`config.mk`:
```
export PLATFORM = sky130hd
export DESIGN_NAME = b4sq_credit_return
export DESIGN_NICKNAME = d
export VERILOG_FILES = /design/src/rtl/b4sq_credit_return.sv
export SDC_FILE = /design/constraint.sdc
export NUM_CORES = 1
export LEC_CHECK = 0
export BUFFER_PORTS_ARGS = -buffer_cell sky130_fd_sc_hd__buf_2
export CORE_MARGIN = 5
export CORE_UTILIZATION = 66
export CTS_CLUSTER_DIAMETER = 50
export DETAILED_ROUTE_END_ITERATION = 6
export PLACE_DENSITY = 0.86
export SLEW_MARGIN = 5
export SYNTH_ARGS = -nofsm -noshare
export SYNTH_HDL_FRONTEND = slang
export SYNTH_SLANG_ARGS = --single-unit
```
`constraint.sdc`:
```
create_clock -name i_clk -period 10.6 [get_ports i_clk]
set_input_delay 0.53 -clock i_clk [delete_from_list [all_inputs] [get_ports i_clk]]
set_output_delay 0.53 -clock i_clk [all_outputs]
set_load 0.01 [all_outputs]
```
`src/rtl/b4sq_credit_return.sv`:
```
// b4sq_credit_return
//   Receive-side VC0 flow-control credit return for the ECP5 PCIe (B4SQ) bridge.
//   Each consumed TLP reported by the RX sink is converted into header/data
//   credits. These credits accumulate per class (posted, non-posted) and are
//   handed back to the PCIe core through 1-cycle *_processed strobes.
//
// Ports
//   i_clk, i_rst            core clock, synchronous active-high reset
//   i_fc_*_infinite         static: class advertised infinite, never returned
//   i_rel_valid/o_rel_ready consumed-TLP event handshake
//   i_rel_np/_has_data/_len_dw  event attributes (len 0 encodes 1024 DW)
//   o_ph/o_nph_processed    one header credit returned (pulse)
//   o_pd/o_npd_processed    *_num data credits returned (pulse), *_num 0 otherwise
//   o_ovf_err               sticky accumulator saturation flag
//   o_dbg_dstate            data-return FSM states {np, p}
//
// Handshake: an event is taken on a rising edge where i_rel_valid and
// o_rel_ready are both high; o_rel_ready is registered and does not depend
// on i_rel_valid.
module b4sq_credit_return #(
  parameter int ACC_W     = 12,
  parameter int D_THRESH  = 8,
  parameter int D_TIMEOUT = 64
) (
  input  logic       i_clk,
  input  logic       i_rst,
  input  logic       i_fc_ph_infinite,
  input  logic       i_fc_pd_infinite,
  input  logic       i_fc_nph_infinite,
  input  logic       i_fc_npd_infinite,
  input  logic       i_rel_valid,
  output logic       o_rel_ready,
  input  logic       i_rel_np,
  input  logic       i_rel_has_data,
  input  logic [9:0] i_rel_len_dw,
  output logic       o_ph_processed,
  output logic       o_pd_processed,
  output logic [7:0] o_pd_num,
  output logic       o_nph_processed,
  output logic       o_npd_processed,
  output logic [7:0] o_npd_num,
  output logic       o_ovf_err,
  output logic [3:0] o_dbg_dstate
);

  typedef enum logic [1:0] {D_IDLE = 2'd0, D_WAIT = 2'd1, D_RET = 2'd2} dstate_e;

  localparam int TW = $clog2(D_TIMEOUT + 1);
  localparam logic [ACC_W-1:0] ACC_MAX  = '1;
  localparam logic [ACC_W-1:0] BP_LIMIT = ACC_W'((2 ** ACC_W) - 1 - 256);
  localparam logic [ACC_W-1:0] THRESH   = ACC_W'(D_THRESH);
  localparam logic [TW-1:0]    TMO_LAST = TW'(D_TIMEOUT - 1);

  // Index 0 = posted, 1 = non-posted.
  logic [1:0][ACC_W-1:0] hacc_q, hacc_d, dacc_q, dacc_d;
  logic [1:0][TW-1:0]    timer_q, timer_d;
  dstate_e               dstate_q [2];
  dstate_e               dstate_d [2];
  logic [1:0]            h_pulse_q, h_pulse_d, d_pulse_q, d_pulse_d;
  logic [1:0][7:0]       d_num_q, d_num_d;
  logic                  ready_q, ready_d, ovf_q, ovf_d;

  logic [1:0]       h_inf, d_inf;
  logic             rel_fire, hit;
  logic [10:0]      len_up;
  logic [8:0]       data_cred;
  logic [ACC_W:0]   h_sum, d_sum;
  logic [ACC_W-1:0] h_sat, d_sat;
  logic [7:0]       d_cap;

  assign h_inf    = {i_fc_nph_infinite, i_fc_ph_infinite};
  assign d_inf    = {i_fc_npd_infinite, i_fc_pd_infinite};
  assign rel_fire = i_rel_valid & ready_q;
  assign len_up   = {1'b0, i_rel_len_dw} + 11'd3;

  always_comb begin
    data_cred = '0;
    if (i_rel_has_data) begin
      data_cred = (i_rel_len_dw == '0) ? 9'd256 : len_up[10:2];
    end
  end

  always_comb begin
    hacc_d    = hacc_q;
    dacc_d    = dacc_q;
    timer_d   = timer_q;
    dstate_d  = dstate_q;
    h_pulse_d = '0;
    d_pulse_d = '0;
    d_num_d   = '0;
    ovf_d     = ovf_q;
    ready_d   = 1'b1;
    hit       = 1'b0;
    h_sum     = '0;
    d_sum     = '0;
    h_sat     = '0;
    d_sat     = '0;
    d_cap     = '0;
    for (int c = 0; c < 2; c++) begin
      hit   = rel_fire && (i_rel_np == (c == 1));
      // Returns are decided on acc + this cycle's add, so a new event
      // can be returned on the very next cycle.
      h_sum = {1'b0, hacc_q[c]} + {{ACC_W{1'b0}}, (hit && !h_inf[c])};
      d_sum = {1'b0, dacc_q[c]} +
              ((hit && !d_inf[c]) ? {{(ACC_W-8){1'b0}}, data_cred} : '0);
      if (h_sum[ACC_W] || d_sum[ACC_W]) ovf_d = 1'b1;
      h_sat = h_sum[ACC_W] ? ACC_MAX : h_sum[ACC_W-1:0];
      d_sat = d_sum[ACC_W] ? ACC_MAX : d_sum[ACC_W-1:0];
      d_cap = (d_sat > ACC_W'(255)) ? 8'hFF : d_sat[7:0];

      h_pulse_d[c] = (h_sat != '0);
      hacc_d[c]    = h_sat - {{(ACC_W-1){1'b0}}, h_pulse_d[c]};

      dacc_d[c] = d_sat;
      unique case (dstate_q[c])
        D_IDLE, D_WAIT: begin
          if (d_sat == '0) begin
            dstate_d[c] = D_IDLE;
            timer_d[c]  = '0;
          end else if (d_sat >= THRESH || timer_q[c] == TMO_LAST) begin
            dstate_d[c]  = D_RET;
            timer_d[c]   = '0;
            d_pulse_d[c] = 1'b1;
            d_num_d[c]   = d_cap;
            dacc_d[c]    = d_sat - {{(ACC_W-8){1'b0}}, d_cap};
          end else begin
            dstate_d[c] = D_WAIT;
            timer_d[c]  = timer_q[c] + 1'b1;
          end
        end
        D_RET: begin
          // A return capped at 255 keeps draining on consecutive cycles
          // until the accumulator is empty.
          timer_d[c] = '0;
          if (d_sat == '0) begin
            dstate_d[c] = D_IDLE;
          end else begin
            dstate_d[c]  = D_RET;
            d_pulse_d[c] = 1'b1;
            d_num_d[c]   = d_cap;
            dacc_d[c]    = d_sat - {{(ACC_W-8){1'b0}}, d_cap};
          end
        end
        default: begin
          dstate_d[c] = D_IDLE;
          timer_d[c]  = '0;
        end
      endcase

      // Leave room for one maximal (256-credit) event in every live class.
      if ((!h_inf[c] && hacc_d[c] > BP_LIMIT) || (!d_inf[c] && dacc_d[c] > BP_LIMIT)) begin
        ready_d = 1'b0;
      end
    end
  end

  always_ff @(posedge i_clk) begin
    if (i_rst) begin
      hacc_q    <= '0;
      dacc_q    <= '0;
      timer_q   <= '0;
      h_pulse_q <= '0;
      d_pulse_q <= '0;
      d_num_q   <= '0;
      ready_q   <= 1'b1;
      ovf_q     <= 1'b0;
      for (int c = 0; c < 2; c++) dstate_q[c] <= D_IDLE;
    end else begin
      hacc_q    <= hacc_d;
      dacc_q    <= dacc_d;
      timer_q   <= timer_d;
      h_pulse_q <= h_pulse_d;
      d_pulse_q <= d_pulse_d;
      d_num_q   <= d_num_d;
      ready_q   <= ready_d;
      ovf_q     <= ovf_d;
      for (int c = 0; c < 2; c++) dstate_q[c] <= dstate_d[c];
    end
  end

  assign o_rel_ready     = ready_q;
  assign o_ph_processed  = h_pulse_q[0];
  assign o_nph_processed = h_pulse_q[1];
  assign o_pd_processed  = d_pulse_q[0];
  assign o_npd_processed = d_pulse_q[1];
  assign o_pd_num        = d_num_q[0];
  assign o_npd_num       = d_num_q[1];
  assign o_ovf_err       = ovf_q;
  assign o_dbg_dstate    = {dstate_q[1], dstate_q[0]};

endmodule

```
After elaboration in Yosys (flattened, before gate mapping). Cells that the tools add are included.

Output and inout bits: 26. Input port bits: 19. Bits in registers: 88. Word-level logic and storage cells: 121.

$lt $le $gt $ge: 8. Equal/unequal tests: 6. Bitwise logic cells: 4. Multiplexer cells: 46. Add/subtract/negate cells: 11. Reductions and logical operators: 32.

Operators by type and width (count): 2-to-1 mux 12 bit (10); 2-to-1 mux 8 bit (8); > comparator 12 bit (second input constant) (4); case mux 12 bit (2 select lines) (2); 2-to-1 mux 9 bit (4); case mux 8 bit (2 select lines) (2); adder 12 x 1 -> 13 bit (2); adder 12 x 9 -> 13 bit (2); >= comparator 12 x 4 -> 1 bit (second input constant) (2); > comparator 12 x 8 -> 1 bit (second input constant) (2); logical NOT 12 bit (2); nonzero test 12 bit (2); subtractor 12 x 1 -> 12 bit (2); subtractor 12 x 8 -> 12 bit (2); adder 7 x 1 -> 7 bit (second input constant) (2); == test 7 x 6 -> 1 bit (second input constant) (2); 2-to-1 mux 2 bit (6); adder 10 x 2 -> 11 bit (second input constant) (1); logical AND 1 bit (10); logical NOT 10 bit (1); 2-to-1 mux 1 bit (10); case mux 2 bit (2 select lines) (2); OR reduction 4 bit (2); logical OR 1 bit (6); 9 further kinds (19).

Logic depth before layout (Yosys ltp). Gate-level depths: netlist of the first run.

Depth after elaboration: 17. Mapped depth: 26.

Least setup slack after synthesis of the first run. OpenSTA, ideal clock, no wires.

Kind: input port to flip-flop. Start: in i_rel_len_dw[0]. End: reg ready_q, in the netlist o_rel_ready. Arrival: 4.826 ns. Stages on the path: 24. Setup slack: 5.688 ns. Path buffers: 2. Cell sequence: o21a_1 nand3_1 nor2_1 nand3_1 nor2_1 xnor2_1 nor2_1 ha_1 buf_2 a21o_1 a22oi_1 o31ai_1 a221oi_1 or2_2 or3_1 clkbuf_1 nand2_1 ha_1 nand2_1 o311ai_1 or3b_2 o211ai_1 nor4_1 a211oi_1.

Cells in the longest elaborated chain, start to end: 17. Elaborated cells on any way between the ends: 38. Those cells by class: add/sub: 5; order compare: 6; mux: 18; reduce/logical: 9.

RTL lines: from (decl) (line 35) `input logic [9:0] i_rel_len_dw,`; adder 10 x 2 -> 11 bit or logical NOT 10 bit (tied branches) (line 74, 79); 2-to-1 mux 9 bit (*) (line 79) `data_cred = (i_rel_len_dw == '0) ? 9'd256 : len_up[10:2];`; 2-to-1 mux 9 bit (*) (line 78) `if (i_rel_has_data) begin`; 2-to-1 mux 9 bit (line 105) `((hit && !d_inf[c]) ? {{(ACC_W-8){1'b0}}, data_cred} : '0);`; adder 12 x 9 -> 13 bit (line 104) `d_sum = {1'b0, dacc_q[c]} +`; 2-to-1 mux 12 bit (line 108) `d_sat = d_sum[ACC_W] ? ACC_MAX : d_sum[ACC_W-1:0];`; > comparator 12 x 8 -> 1 bit (line 109) `d_cap = (d_sat > ACC_W'(255)) ? 8'hFF : d_sat[7:0];`; 2-to-1 mux 8 bit (line 109); subtractor 12 x 8 -> 12 bit (line 125, 141); 2-to-1 mux 12 bit (line 120) `end else if (d_sat >= THRESH || timer_q[c] == TMO_LAST) begin`; 2-to-1 mux 12 bit (line 117) `if (d_sat == '0) begin`; case mux 12 bit (2 select lines) (line 115) `unique case (dstate_q[c])`; > comparator 12 bit (line 151) `if ((!h_inf[c] && hacc_d[c] > BP_LIMIT) || (!d_inf[c] && dacc_d[c] > BP_LIMIT)) begin`; logical AND 1 bit (line 151); logical OR 1 bit (line 151); 2-to-1 mux 1 bit (line 151); 2-to-1 mux 1 bit (*) (line 151); to (signal assigned) (line 175) `ready_q <= ready_d;`; to (decl) (line 61) `logic ready_q, ready_d, ovf_q, ovf_d;`.

Every way passes the cells marked *; elsewhere a longest branch is shown, timed or not. A chain may end at the register's enable or synchronous reset.

Worst setup path after layout of the first run. Ends and elaborated chain as after synthesis.

==> results of run 1 <==
==> per-layer routing <==
metal / GRT usage / up-vias / part of all wire
met4: 0.0884 / 0 / 0.024
met5: 0 / - / 0
met2: 0.468 / 313 / 0.45
met3: 0.0490 / 39 / 0.082
met1: 0.393 / 2901 / 0.44
li1: - / 3111 / -
==> cell families after synthesis <==
| group | count (synthesis) |
|---|---|
| AND/OR/NAND/NOR | 364 |
| AO/OA/AOI/OAI | 221 |
| flip-flops | 86 |
| XOR/XNOR | 59 |
| buffers and inverters | 57 |
| adder cells (fa/ha/maj) | 32 |
| multiplexers | 13 |
==> power groups by stage <==
| stage | clock network, µW | registers [µW] | logic [µW] |
|---|---|---|---|
| 3_3_place_gp | 0 | 502 | 913 |
| 6_report | 250 | 500 | 967 |
| 4_1_cts | 253 | 498 | 947 |
| 3_5_place_dp | 0 | 504 | 941 |
| 2_1_floorplan | 0 | 494 | 737 |
| 5_1_grt | 269 | 512 | 1070 |
==> final cells by class <==
class                   instances  share of cell area
clock buffers                  11              0.0221
clock inverters                 5             0.00968
inverters                      26              0.0143
multi-input cells             689               0.642
flip-flops and latches         86               0.251
well taps                     129              0.0236
repair buffers                 48              0.0365
==> final timing paths <==
check / end / slack [ns] / cells past startpoint
worst max register to register: o_rel_ready$_SDFF_PP1_ / 5.45 / 19
worst max-delay path: o_rel_ready$_SDFF_PP1_ / 5.12 / 23
worst min-delay path: timer_q[7]$_SDFF_PP0_ / 0.46 / 1
worst min register to register: timer_q[7]$_SDFF_PP0_ / 0.46 / 1
==> critical path, stage by stage <==
cell      delay (ns)
buf_2           0.10
o21a_1          0.20
nand3_1         0.13
nor2_1          0.21
nand3_1         0.14
nor2_1          0.18
xnor2_1         0.19
nor2_1          0.10
ha_1            0.41
o21ai_0         0.15
or2_2           0.34
a221oi_1        0.29
nand3_1         0.22
or2_2           0.35
or3_1           0.49
nand2_1         0.12
ha_1            0.41
nand2_1         0.09
o311ai_1        0.38
a21oi_1         0.10
mux2i_1         0.19
nor4_1          0.31
a211oi_1        0.07
==> cells in the final DEF, fill, tap and decap left out, types with 8 or more instances in the layout <==
| master | n |
|---|---|
| a211oi_1 | 18 |
| a21o_1 | 10 |
| a21oi_1 | 54 |
| and2_1 | 12 |
| and3_1 | 16 |
| buf_2 | 44 |
| clkbuf_8 | 11 |
| dfxtp_1 | 86 |
| ha_1 | 30 |
| inv_1 | 24 |
| mux2i_1 | 12 |
| nand2_1 | 70 |
| nand2b_1 | 10 |
| nand3_1 | 42 |
| nand4_1 | 13 |
| nor2_1 | 111 |
| nor3_1 | 30 |
| nor4_1 | 8 |
| o211ai_1 | 8 |
| o21ai_0 | 40 |
| or2_2 | 9 |
| or3_1 | 12 |
| xnor2_1 | 40 |
| xor2_1 | 19 |
==> sequential cells by signal, indices dropped and copies added, names as in the netlist <==
register / count
dacc_q: 24
o_ovf_err: 1
h_pulse_q: 2
o_rel_ready: 1
o_pd_num: 8
timer_q: 14
o_dbg_dstate: 3
hacc_q: 24
o_npd_num: 8
d_pulse_q: 1
==> per-stage QoR <==
step / hold WS [ns] / worst slack (ns)
finish: 0.461 / 5.12
detailed placement: 0.447 / 4.79
global route: 0.488 / 4.72
floorplan: 0.413 / 5.69
global placement: 0.423 / 5.08
CTS: 0.464 / 5.17
==> impl_metrics.json, run 1 <==
{
  "status": "completed",
  "swShare": 0.457,
  "p_int_uw": 932,
  "criticalPathCategory": "input pin to flip-flop",
  "clock-sinks": 86,
  "ctsHoldBuffers": 0,
  "cts_max_level": 3,
  "p_per_area_nw_per_um2": 251,
  "drt_first_pass_iters": 5,
  "place_congestion": 0.954,
  "finalSetupViolations": 0,
  "synthAdderAreaFrac": 0.0653,
  "fin_area_um2": 6850,
  "drive_above_1_share": 0.105,
  "grt_pass1_wl_um": 27400,
  "dpl_cell_area_um2": 6630,
  "grt_overflow": 0,
  "drc": 0,
  "ys_async_sr_fraction": 0,
  "worstPathMaxFanout": 13,
  "io_pins": 45,
  "reg2reg_from": "o_rel_ready$_SDFF_PP1_",
  "cts_root_buffer": "clkbuf_8",
  "die_h_um": 108,
  "cp-startpoint": "i_rel_len_dw[0]",
  "synth_edf_count": 0,
  "synth_warnings": 0,
  "synth-xor-area-share": 0.0812,
  "end_kind": "flip-flop",
  "fin_crit_sh": 0.517,
  "register_area_um2": 1720,
  "synth_flop_cell": "dfxtp_1",
  "start_util": 0.682,
  "combPwrFrac": 0.563,
  "cp-start-kind": "input pin",
  "required_ns": 10.84,
  "grt_max_degree": 57,
  "switching_power_uw": 785,
  "clk_pin_slew_worst_paths_ns": 0.10,
  "syn_area_um2": 6360,
  "dpl.hpwl_um": 12700,
  "cts_tree": "yes",
  "pwr-share-clk": 0.146,
  "fillers": 774,
  "synth_top_area_cell": "dfxtp_1",
  "drv_slew": 0,
  "hp-class": "flip-flop to flip-flop",
  "post-cts-setup-buffers": 0,
  "fin_worst_skew_ns": 0.0175,
  "yosysMostFrequentCell": "nor2_1",
  "diodes": 0,
  "rsz0062_at_grt": "no",
  "synthCells": 832,
  "core-area_um2": 9330,
  "synthMuxAreaShare": 0.0206,
  "pwr-share-seq": 0.291,
  "grt_usage": 0.289,
  "cts_buffers": 9,
  "finalWirelength_um": 16500,
  "setup-tns-final_ns": 0,
  "synth.distinct_cells": 76,
  "synth_top_family_by_area": "simple AND/OR/NAND/NOR gates",
  "ir_drop_mv": 0.161,
  "multi_input_area_um2": 4400,
  "synthSimpleGateAreaFrac": 0.282,
  "fin_nets": 911,
  "routedWlPerCell_um": 16.6,
  "maxSlewHeadroom": 0.302,
  "clock_latency_ns": 0.37,
  "rows": 35,
  "clock_path_buffers": 2,
  "cts-resized-gates": 0,
  "area_growth_pct": 7.61,
  "final_hold_viol_count": 0,
  "finalPower_uw": 1720,
  "grt_pass1_vias": 5913,
  "fin_cells": 994,
  "via_count": 6364,
  "antenna_found_initial": 0,
  "p_leak_uw": 0.00283,
  "fin_util": 0.734,
  "syn_area_per_cell_um2": 7.65,
  "worstMarginPinSlew_ns": 1.05,
  "period_minus_slack_ns": 5.48,
  "max_freq_mhz": 182,
  "die_w_um": 108,
  "ys_ff_latch": 86,
  "synth_fp_nets": 883,
  "synth_top_area_share": 0.271,
  "worstHoldStart": "timer_q[7]$_SDFF_PP0_",
  "ys_seq_area_frac": 0.271,
  "synth_common_cells": "111 x nor2_1, 86 x dfxtp_1, 70 x nand2_1",
  "synth_compound_area_frac": 0.242,
  "synth.area.top_cells": "dfxtp_1 27%, nor2_1 6.5%, ha_1 5.9%, xnor2_1 5.5%, a21oi_1 4.2%",
  "numPortBuffers": 44,
  "cp_data_arrival_time_ns": 5.72,
  "die_area_um2": 11700,
  "avgViaCountPerCell": 6.40,
  "detail-route-antenna-nets": 0,
  "dp.cells": 978,
  "max_cap_viol_count": 0,
  "first_iter_violations": 653
}
Power figures use the tool's default switching activity.
==> run 2: changes to the inputs <==
--- a/config.mk
+++ b/config.mk
@@ -7,10 +7,10 @@
 export LEC_CHECK = 0
 export BUFFER_PORTS_ARGS = -buffer_cell sky130_fd_sc_hd__buf_2
 export CORE_MARGIN = 5
-export CORE_UTILIZATION = 66
+export CORE_UTILIZATION = 56
 export CTS_CLUSTER_DIAMETER = 50
 export DETAILED_ROUTE_END_ITERATION = 6
-export PLACE_DENSITY = 0.86
+export PLACE_DENSITY = 0.78
 export SLEW_MARGIN = 5
 export SYNTH_ARGS = -nofsm -noshare
 export SYNTH_HDL_FRONTEND = slang
==> constraint.sdc (replaced) <==
create_clock -name i_clk -period 4.8 [get_ports i_clk]
set_input_delay 0.24 -clock i_clk [delete_from_list [all_inputs] [get_ports i_clk]]
set_output_delay 0.24 -clock i_clk [all_outputs]
set_load 0.01 [all_outputs]
==> impl_metrics.json, run 2 (synthesized netlist as in run 1, its figures left out) <==
{
  "finalSetupViolations": 0,
  "clock_path_buffers": 2,
  "rows": 39,
  "drc": 0,
  "fillers": 968,
  "dpl.hpwl_um": 13300,
  "clock_latency_ns": 0.35,
  "clk_pin_slew_worst_paths_ns": 0.07,
  "cts_buffers": 9,
  "ir_drop_mv": 0.304,
  "end_kind": "flip-flop",
  "fin_nets": 949,
  "cts_root_buffer": "clkbuf_16",
  "final_cell_mix": "110 x nor2_1, 85 x dfxtp_1, 70 x nand2_1, 54 x a21oi_1, 44 x buf_2",
  "grt_pass1_vias": 6184,
  "hp-class": "flip-flop to flip-flop",
  "antenna_found_initial": 0,
  "numPortBuffers": 44,
  "period_minus_slack_ns": 4.66,
  "fin_worst_skew_ns": 0.00726,
  "setup-tns-final_ns": 0,
  "worstMarginPinSlew_ns": 0.760,
  "area_growth_pct": 14.5,
  "drt_first_pass_iters": 6,
  "final_hold_viol_count": 0,
  "max_freq_mhz": 215,
  "drive_above_1_share": 0.153,
  "clock-sinks": 86,
  "grt_overflow": 0,
  "ctsHoldBuffers": 0,
  "dp_slack_ns": -0.121,
  "reg_top3": "dacc_q (24), hacc_q (24), timer_q (14)",
  "place_congestion": 0.997,
  "grt_pass1_wl_um": 28900,
  "criticalPathCategory": "flip-flop to flip-flop",
  "grt_max_degree": 57,
  "worstPathMaxFanout": 6,
  "holdWs_ns": 0.440,
  "io_pins": 45,
  "core-area_um2": 11300,
  "rsz0062_at_grt": "no",
  "die_area_um2": 13600,
  "cts_max_level": 3,
  "cp_data_arrival_time_ns": 4.86,
  "via_count": 6615,
  "detail-route-antenna-nets": 0,
  "status": "completed",
  "cp-start-kind": "flip-flop",
  "first_iter_violations": 578,
  "cts_tree": "yes",
  "routedWlPerCell_um": 16.9,
  "die_w_um": 117,
  "final_common_cell": "nor2_1",
  "fin_ws_ns": 0.145,
  "start_util": 0.565,
  "p_per_area_nw_per_um2": 567,
  "avgViaCountPerCell": 6.32,
  "finalWirelength_um": 17600,
  "required_ns": 5.01,
  "drv_slew": 0,
  "maxSlewHeadroom": 0.491,
  "grt_usage": 0.264,
  "diodes": 0,
  "max_cap_viol_count": 0,
  "p_leak_uw": 0.00306,
  "fin_util": 0.646,
  "die_h_um": 117,
  "fin_crit_sh": 0.970
}
[run 2: cell count changes in the layout (fill, tap and decap cells not counted), moves of 2 or more]
cell,before,now
buf_4,4,42
clkbuf_8,11,1
clkbuf_16,0,9
inv_6,0,3
clkinv_4,2,0
nor4_1,8,6
nor4_2,0,2
[run 2: layout make-up]
type                            count  area (µm²)  area share
Sequential cell                    86        1720       0.236
Timing Repair Buffer               86         536      0.0735
Clock buffer                       10         239      0.0328
Multi-Input combinational cell    689        4440       0.609
Tap cell                          143         179      0.0246
Inverter                           26        97.6      0.0134
Clock inverter                      6        72.6     0.00996
[run 2: path summary, 6_finish.rpt]
path | slack [ns] | start | endpoint | depth (start not counted)
worst min-delay path | 0.44 | timer_q[7]$_SDFF_PP0_ | timer_q[7]$_SDFF_PP0_ | 1
worst max-delay path | 0.14 | o_rel_ready$_SDFF_PP1_ | o_rel_ready$_SDFF_PP1_ | 16
worst min register to register | 0.44 | timer_q[7]$_SDFF_PP0_ | timer_q[7]$_SDFF_PP0_ | 1
worst max register to register | 0.14 | o_rel_ready$_SDFF_PP1_ | o_rel_ready$_SDFF_PP1_ | 16
[run 2: per-layer routing]
layer | vias to the layer above | wire length, µm | global-route usage | share of wire
li1 | 3193 | - | - | -
met1 | 3083 | 7670 | 0.336 | 0.43
met2 | 307 | 8210 | 0.434 | 0.47
met3 | 32 | 1410 | 0.0689 | 0.080
met4 | 0 | 347 | 0.0948 | 0.020
met5 | - | 0 | 0 | 0
[run 2: what timing repair did]
item                                   in CTS  in global routing
setup endpoints to repair                   0                  1
gates resized for setup                     0                  9
buffers inserted                            0                  2
endpoints found under the hold margin       0                  0
[run 2: per-stage QoR]
stage / cells / total power (µW) / instance area (µm²)
finish: 1046 / 4130 / 7290
global route: 1046 / 4430 / 7290
CTS: 1044 / 4090 / 7230
detailed placement: 1028 / 3330 / 6920
global placement: 1028 / 3280 / 6920
floorplan: 832 / 2720 / 6360
[run 2: power by group]
group | switching (µW) | internal [µW] | leakage (µW) | total (µW)
combinational | 1310 | 967 | 0.00220 | 2280
sequential | 183 | 931 | 0.000707 | 1110
clock | 314 | 426 | 0.000156 | 740
total | 1810 | 2320 | 0.00306 | 4130
[run 2: critical path: stages (launching register included)]
cell	delay (ns)
dfxtp_2	0.36
nand2_1	0.09
or3_1	0.41
nand2b_1	0.26
nor2_1	0.30
ha_1	0.33
a211oi_2	0.34
o211ai_1	0.15
a221oi_1	0.48
buf_4	0.22
o41ai_1	0.12
o21a_1	0.20
a211oi_1	0.38
xor2_1	0.16
nor4b_1	0.47
buf_4	0.19
a211oi_1	0.06
==> run 3: changes to the inputs <==
--- a/config.mk
+++ b/config.mk
@@ -7,10 +7,10 @@
 export LEC_CHECK = 0
 export BUFFER_PORTS_ARGS = -buffer_cell sky130_fd_sc_hd__buf_2
 export CORE_MARGIN = 5
-export CORE_UTILIZATION = 56
+export CORE_UTILIZATION = 62
 export CTS_CLUSTER_DIAMETER = 50
 export DETAILED_ROUTE_END_ITERATION = 6
-export PLACE_DENSITY = 0.78
+export PLACE_DENSITY = 0.82
 export SLEW_MARGIN = 5
 export SYNTH_ARGS = -nofsm -noshare
 export SYNTH_HDL_FRONTEND = slang
==> constraint.sdc (replaced) <==
create_clock -name i_clk -period 4.6 [get_ports i_clk]
set_input_delay 0.23 -clock i_clk [delete_from_list [all_inputs] [get_ports i_clk]]
set_output_delay 0.23 -clock i_clk [all_outputs]
set_load 0.01 [all_outputs]
==> impl_metrics.json, run 3 (synthesized netlist as in run 1, its figures left out) <==
{
  "p_per_area_nw_per_um2": 560,
  "finalWirelength_um": 18400,
  "die_w_um": 111,
  "status": "completed",
  "worstMarginPinSlew_ns": 0.639,
  "final_cell_mix": "111 x nor2_1, 86 x dfxtp_1, 73 x buf_4, 70 x nand2_1, 54 x a21oi_1",
  "clock_latency_ns": 0.39,
  "dpl_cell_area_um2": 7160,
  "drive_above_1_share": 0.179,
  "via_count": 6737,
  "r2r_end": "o_rel_ready$_SDFF_PP1_",
  "ctsHoldBuffers": 0,
  "rrSetupSlack_ns": 0.21,
  "finalSetupViolations": 0,
  "fin_nets": 980,
  "cts_root_buffer": "clkbuf_8",
  "place_congestion": 1.00,
  "grt_usage": 0.292,
  "criticalPathCategory": "flip-flop to flip-flop",
  "rr_worst_depth": 23,
  "routedWlPerCell_um": 17.2,
  "io_pins": 45,
  "hp-class": "input pin to flip-flop",
  "avgViaCountPerCell": 6.30,
  "ir_drop_mv": 0.345,
  "required_ns": 4.91,
  "setup-tns-final_ns": 0,
  "fin_crit_sh": 0.954,
  "die_area_um2": 12400,
  "grt_pass1_vias": 6377,
  "post-cts-setup-buffers": 0,
  "cts-resized-gates": 0,
  "holdWs_ns": 0.383,
  "grt_pass1_wl_um": 30300,
  "drt_first_pass_iters": 5,
  "cp_data_arrival_time_ns": 4.70,
  "core-area_um2": 10200,
  "die_h_um": 111,
  "fin_worst_skew_ns": 0.0121,
  "final_common_cell": "nor2_1",
  "first_iter_violations": 808,
  "clk_pin_slew_worst_paths_ns": 0.09,
  "max_cap_viol_count": 0,
  "start_util": 0.625,
  "reg_top3": "dacc_q (24), hacc_q (24), timer_q (14)",
  "cp-start-kind": "flip-flop",
  "worstPathMaxFanout": 12,
  "diodes": 0,
  "end_kind": "flip-flop",
  "worstHoldStart": "i_fc_ph_infinite",
  "finalPower_uw": 4140,
  "clock_path_buffers": 2,
  "cts_buffers": 9,
  "grt_max_degree": 57,
  "fin_area_um2": 7380,
  "drv_slew": 0,
  "cp-startpoint": "o_rel_ready$_SDFF_PP1_",
  "final_hold_viol_count": 0,
  "rows": 37,
  "detail-route-antenna-nets": 0,
  "p_leak_uw": 0.00318,
  "cts_tree": "yes",
  "max_freq_mhz": 228,
  "grt_overflow": 0,
  "drc": 0,
  "rsz0062_at_grt": "yes",
  "clock-sinks": 86,
  "reg2reg_from": "o_rel_ready$_SDFF_PP1_",
  "cts_max_level": 3,
  "maxSlewHeadroom": 0.573,
  "area_growth_pct": 16.0,
  "crit_end": "o_rel_ready$_SDFF_PP1_",
  "period_minus_slack_ns": 4.39,
  "dpl.hpwl_um": 14300,
  "numPortBuffers": 44,
  "antenna_found_initial": 0
}
run 3: cell types whose count changed in the layout (fill, tap and decap cells not counted), moves of 3 or more:
cell	previous run	this run
buf_4	42	73
clkbuf_16	9	0
clkbuf_8	1	9
clkinvlp_4	0	3
run 3: worst max-delay path, stage by stage (launching register included):
cell and delay (ns):
dfxtp_1 0.38, nand4_1 0.25, inv_1 0.12, nand2_1 0.09, buf_4 0.14, buf_4 0.12
nor2_1 0.08, ha_1 0.27, a21o_1 0.18, buf_4 0.15, a22oi_1 0.25, o31ai_2 0.12
a221oi_2 0.30, or2_2 0.17, or3_4 0.14, nand2_1 0.06, ha_1 0.21, buf_4 0.18
nand2_1 0.10, o311ai_4 0.11, or3b_2 0.45, o211ai_1 0.16, nor4_2 0.07, a211oi_1 0.20
run 3: how the worst min path moves through the flow:
stage / endpoint / slack (ns) / depth (start not counted)
floorplan: timer_q[7]$_SDFF_PP0_ / 0.41 / 1
global placement: timer_q[7]$_SDFF_PP0_ / 0.42 / 1
detailed placement: timer_q[0]$_SDFF_PP0_ / 0.43 / 1
CTS: o_rel_ready$_SDFF_PP1_ / 0.37 / 5
global route: o_rel_ready$_SDFF_PP1_ / 0.38 / 4
finish: o_rel_ready$_SDFF_PP1_ / 0.38 / 4
run 3: report_power, final:
part           total, µW  leakage [µW]  switching, µW  internal, µW
Clock                500     0.0000793            301           199
Combinational       2470       0.00239           1410          1060
Sequential          1170      0.000707            197           971
run 3: stage by stage:
stage	utilization	std cells	setup slack [ns]
2_1_floorplan	-	832	0.00857
3_3_place_gp	0.703	1054	0.0283
3_5_place_dp	0.703	1054	-0.277
4_1_cts	0.720	1070	0.0192
5_1_grt	0.725	1070	-0.0383
6_report	0.725	1070	0.211
run 3: area by class of cell:
class | instances | area, µm²
Tap cell | 136 | 170
Sequential cell | 86 | 1720
Multi-Input combinational cell | 689 | 4450
Clock inverter | 6 | 45.0
Timing Repair Buffer | 117 | 768
Inverter | 26 | 97.6
Fill cell | 813 | 2800
Clock buffer | 10 | 128
run 3: layer usage:
metal	global-route usage	up-vias	part of all wire
met2	0.484	319	0.46
met5	0	-	0
met1	0.386	3129	0.43
met4	0.0908	0	0.022
li1	-	3250	-
met3	0.0568	39	0.080
